===== config.mk =====
export PLATFORM = sky130hd
export DESIGN_NAME = sisc_ctrl_mc
export DESIGN_NICKNAME = d
export VERILOG_FILES = /design/src/rtl/sisc_ctrl_mc.sv
export SDC_FILE = /design/constraint.sdc
export NUM_CORES = 1
export LEC_CHECK = 0
export ABC_AREA = 1
export CAP_MARGIN = 5
export CORE_ASPECT_RATIO = 2
export CORE_MARGIN = 10
export CORE_UTILIZATION = 41
export CTS_CLUSTER_SIZE = 12
export DETAILED_ROUTE_END_ITERATION = 12
export GPL_TIMING_DRIVEN = 0
export PLACE_DENSITY = 0.66
export REMOVE_ABC_BUFFERS = 1
export SLEW_MARGIN = 30
export SYNTH_ARGS = -nofsm -noshare
export SYNTH_HDL_FRONTEND = slang
export SYNTH_SLANG_ARGS = --single-unit

===== constraint.sdc =====
create_clock -name clk -period 2.4 [get_ports clk]
set_input_delay 0.6 -clock clk [delete_from_list [all_inputs] [get_ports clk]]
set_output_delay 0.6 -clock clk [all_outputs]
set_load 0.1 [all_outputs]

===== src/rtl/sisc_ctrl_mc.sv =====
// sisc_ctrl_mc: multi-cycle control FSM for the SISC CPU.
// Strobes are registered from the next state, so each one is valid for the whole state it belongs to.
module sisc_ctrl_mc #(
   parameter int OPW          = 4,
   parameter int MEM_WAIT_MAX = 8,
   parameter int IMM_MODE     = 8
) (
   input  logic           clk,
   input  logic           rst_f,
   input  logic [OPW-1:0] opcode,
   input  logic [OPW-1:0] mm,
   input  logic [3:0]     stat,
   input  logic           mem_rdy,
   output logic           ir_load,
   output logic           pc_write,
   output logic           br_sel,
   output logic           pc_sel,
   output logic [1:0]     alu_op,
   output logic           rf_we,
   output logic           wb_sel,
   output logic           mem_rd,
   output logic           mem_wr,
   output logic           halted,
   output logic           mem_err
);
   typedef enum logic [2:0] {START0, START1, FETCH, DECODE, EXECUTE, MEM, WRITEBACK, HALT} state_e;
   localparam logic [9:0] OUT_IDLE = 10'b0000_11_0000;
   state_e     state_q, state_d;
   logic [7:0] wait_q, wait_d;
   logic [9:0] out_q, out_d;
   logic       halted_q, mem_err_q, err_d;
   logic       is_lod, is_str, is_alu, is_br, is_abs, taken;
   logic [3:0] mask;
   assign is_lod = opcode == OPW'(1);
   assign is_str = opcode == OPW'(2);
   assign is_alu = opcode == OPW'(8);
   assign is_br  = opcode >= OPW'(4) && opcode <= OPW'(7);
   assign is_abs = opcode == OPW'(4) || opcode == OPW'(6);
   assign mask   = 4'(mm) & stat;
   // BNE/BNR (6,7) invert the sense of the flag test
   assign taken  = is_br && (opcode[1] ? mask == 4'd0 : mask != 4'd0);
   always_comb begin
      state_d = state_q;
      wait_d  = wait_q;
      err_d   = 1'b0;
      case (state_q)
         START0:    state_d = START1;
         START1:    state_d = FETCH;
         FETCH:     state_d = DECODE;
         DECODE:    state_d = (opcode == OPW'(15)) ? HALT : EXECUTE;
         EXECUTE: begin
            state_d = is_alu ? WRITEBACK : (is_lod || is_str) ? MEM : FETCH;
            wait_d  = 8'd0;
         end
         MEM: begin
            if (mem_rdy) state_d = is_lod ? WRITEBACK : FETCH;
            else if (wait_q == 8'(MEM_WAIT_MAX - 1)) begin
               state_d = HALT;
               err_d   = 1'b1;
            end else wait_d = wait_q + 8'd1;
         end
         WRITEBACK: state_d = FETCH;
         default:   state_d = HALT;
      endcase
   end
   always_comb begin
      out_d = OUT_IDLE;
      case (state_d)
         FETCH:     out_d = 10'b1100_11_0000;
         EXECUTE:   out_d = {1'b0, taken, taken && is_abs, taken,
                             is_alu ? (mm == OPW'(IMM_MODE) ? 2'b01 : 2'b00) : (is_lod || is_str) ? 2'b10 : 2'b11,
                             4'b0000};
         MEM:       out_d = {4'b0000, 2'b11, 2'b00, is_lod, is_str};
         WRITEBACK: out_d = {4'b0000, 2'b11, 1'b1, is_lod, 2'b00};
         default:   out_d = OUT_IDLE;
      endcase
   end
   always_ff @(posedge clk or negedge rst_f) begin
      if (!rst_f) begin
         state_q   <= START1;
         wait_q    <= 8'd0;
         out_q     <= OUT_IDLE;
         halted_q  <= 1'b0;
         mem_err_q <= 1'b0;
      end else begin
         state_q   <= state_d;
         wait_q    <= wait_d;
         out_q     <= out_d;
         halted_q  <= halted_q | (state_d == HALT);
         mem_err_q <= mem_err_q | err_d;
      end
   end
   assign {ir_load, pc_write, br_sel, pc_sel, alu_op, rf_we, wb_sel, mem_rd, mem_wr} = out_q;
   assign halted  = halted_q;
   assign mem_err = mem_err_q;
endmodule

==> summary.txt <==
Status
  – Status: finished, final reports clean

Min path
  – Class of the worst hold path: input port to asynchronous set/reset pin

Final layout
  – Commonest non-fill, non-tap cell in the layout: nand2_1
  – Area occupied by multi-input gates: roughly 650 sq um
  – Area growth syn-to-layout: 22.4%
  – Fin nets: roughly 220
  – FF/Latch Area: slightly below 600 sq um
  – Commonest non-fill, non-tap cells in the layout: nand2_1, clkdlybuf4s50_1, nor2_1
  – Fill cells: around 330
  – Cell area after layout: between 0.0015 and 0.002 sq mm
  – Layout cells sized above 1: 0.159
  – Diodes inserted: 0

Worst setup path
  – Max stage delay on crit path: 1.13 ns
  – Levels on crit path: 1
  – Crit path launch: mem_err
  – Family with the most delay on the worst path: buffers and inverters
  – CP cell instances: clkdlybuf4s50_1
  – Reg2reg start: state_q[0]
  – Worst Path Buf+Inv: 1
  – Critical path class: register to output pin
  – CP arrival: around 1.7 ns
  – Worst setup SP type: register
  – R2R depth: 9
  – Crit-path max FO: 2
  – Reg-to-reg slack, setup: approximately 0.74 ns
  – Required time of the worst setup path: between 1.5 and 2 ns
  – R2R Path End: out_q[8]
  – CP endpoint: mem_err
  – CP Capture Type: output pin
  – Slowest cell on the critical path: clkdlybuf4s50_1

Synth
  – Number of synthesized register bits: 23
  – Top-area cell type share of the netlist area: 0.369
  – Syn Inst Count: about 180
  – Synth area leaders: dfrtp_1, nand2_1, nor2_1, nand3_1, dfstp_2
  – Post-Synth Adder-Cell Area: 0.00922
  – Area leader, netlist: dfrtp_1
  – Mapped cell area: ~0.0014 sq mm
  – Yosys warns: 0
  – Synth Area in XOR/XNOR: 0.0194
  – Post-Synth Simple-Gate Area: 0.402
  – Syn Area/Cell: around 7.5 sq um
  – Post-synthesis compound-gate area fraction: 0.0461
  – Multiplexer share of the synthesized area: 0
  – Synth cell types: 23
  – Sequential fraction of the synthesis area: 0.427
  – Largest family of logic cells by synthesized area: simple AND/OR/NAND/NOR gates

Die
  – Core box area: 0.00319 sq mm
  – I/O pins: 27
  – Die area: a little over 0.006 sq mm
  – Row count: 29
  – DIE HEIGHT: around 100 um
  – Starting density of the core: 0.425
  – Die Wd: between 60 and 70 um

Route
  – First-pass DRT Iterations: 4
  – Antenna Nets Post-Route: 0
  – Vias/cell: between 5 and 6
  – Routed wire length: approximately 3.2 mm
  – Iter 0 DRT Violations: 34
  – Average wire per standard cell: about 14 um
  – Vias: about 1200
  – Remaining DRCs: 0

Timing
  – Tmin final: between 2 and 2.5 ns
  – Hold WS: roughly 0.30 ns
  – Hold Vio Cnt, Final: 0
  – Slew Limit Fails: 0
  – Rel. slew slack: 0.343
  – Worst Skew: 0.00474 ns
  – Period utilisation layout: 0.976
  – # setup viols final: 0
  – RSZ-0062 raised after global routing: no
  – Worst-margin pin slew: between 0.9 and 1 ns
  – Achievable Freq: between 400 and 500 MHz
  – Setup tns final: 0 ns

Power
  – LEAKAGE: between 0.8 and 0.9 nW
  – IR drop worst, VDD: about 0.52 mV
  – PwrDens: approximately 900 mW/mm^2

GRT
  – GR Layer Usage met3: 0.0138
  – GRT busiest layer: met2
  – Met1 usage: 0.101
  – Initial antenna violation count: 0
  – Total gr overflow: 0
  – Largest net degree at the start of global routing: 24
  – First-pass GRT wire length: around 5.3 mm
  – Met2 Use GR: 0.208
  – Vias in the first global route: approximately 1200
  – Total track usage: 0.111

Place
  – Final Wtd Congestion: between 0.8 and 0.9
  – Area post-placement: between 0.0015 and 0.002 sq mm
  – DP Wirelength: roughly 2.7 mm
  – IO buf count: 26

Clock network
  – # hold bufs at CTS: 0
  – TritonCTS clock tree: yes
  – CTS Root Cell: clkbuf_8
  – Clk Latency, worst-skew pair: 0.26 ns
  – Clock sink total: 23
  – H-tree depth: 1
  – Bufs on Longest Clock Path: 2
  – Clock slew at reported path FFs: around 0.080 ns
  – Cts bufs inserted: 3

Flow run
  – Max cap viols: 0
-- cell families (layout without fill, tap and decap cells) --
| group | count (synthesis) | after routing |
|---|---|---|
| adders and majority gates | 1 | 1 |
| DFF | 23 | 23 |
| AOI/OAI and AO/OA | 11 | 11 |
| buffers and inverters | 30 | 56 |
| xor gates and xnor gates | 3 | 3 |
| and+or+nand+nor | 113 | 113 |
-- synth_stat cells --
cell      count
o21ai_1       1
o31ai_1       3
nand3_2       7
inv_2         5
nand3b_1      1
xor2_1        2
dfstp_2       3
nor2_2        2
buf_4         3
inv_1        21
o21ai_0       6
nand4_1       4
nand3_1      16
ha_1          1
nor2_4        2
dfrtp_1      20
xnor2_1       1
nor3_1        1
nand2_2       9
nand2_1      49
nor2_1       22
a21oi_1       1
buf_6         1
-- worst min-delay path by stage --
| stage | start | end | slack [ns] | depth (start not counted) |
|---|---|---|---|---|
| 6_report | rst_f | mem_err | 0.30 | 1 |
| 5_1_grt | rst_f | mem_err | 0.34 | 1 |
| 4_1_cts | rst_f | mem_err | 0.31 | 1 |
| 3_5_place_dp | mem_err | mem_err | 0.45 | 2 |
| 3_3_place_gp | mem_err | mem_err | 0.45 | 2 |
| 2_1_floorplan | rst_f | halted | 0.30 | 0 |
-- timing repair --
item | in CTS | in global routing
resized for setup | 2 | 0
setup buffers | 0 | 0
setup endpoints to repair | 2 | 0
-- flip-flops by register name, summed over array words and instances (netlist names) --
signal	count
out_q	10
state_q	3
wait_q	8
mem_err	1
halted	1
-- power by group --
| group | switching (mW) | total, mW | internal (mW) |
|---|---|---|---|
| clock | 0.117 | 0.232 | 0.115 |
| sequential | 0.0778 | 0.538 | 0.460 |
| combinational | 0.516 | 0.726 | 0.210 |
| total | 0.711 | 1.50 | 0.786 |
-- through the flow --
stage,utilization,setup WS [ns],total power [mW],instances
floorplan,-,0.903,1.08,177
global placement,0.508,0.172,1.25,234
detailed placement,0.507,0.168,1.28,234
CTS,0.520,0.0389,1.51,238
global route,0.520,0.00496,1.60,238
finish,0.520,0.0564,1.50,238
-- metal layers --
layer  wire length [um]  up-vias
met5                  0        -
met4                146        0
met3                101       10
met2               1850       33
met1               1120      558
li1                   -      618
-- layout make-up --
type,instances,share of cell area
flip-flops and latches,23,0.349
multi-input cells,128,0.389
inverters,26,0.0587
clock buffers,3,0.0248
clock inverters,1,0.00301
well taps,31,0.0233
repair buffers,26,0.152
Note: power is estimated with default switching activity, not from simulation.
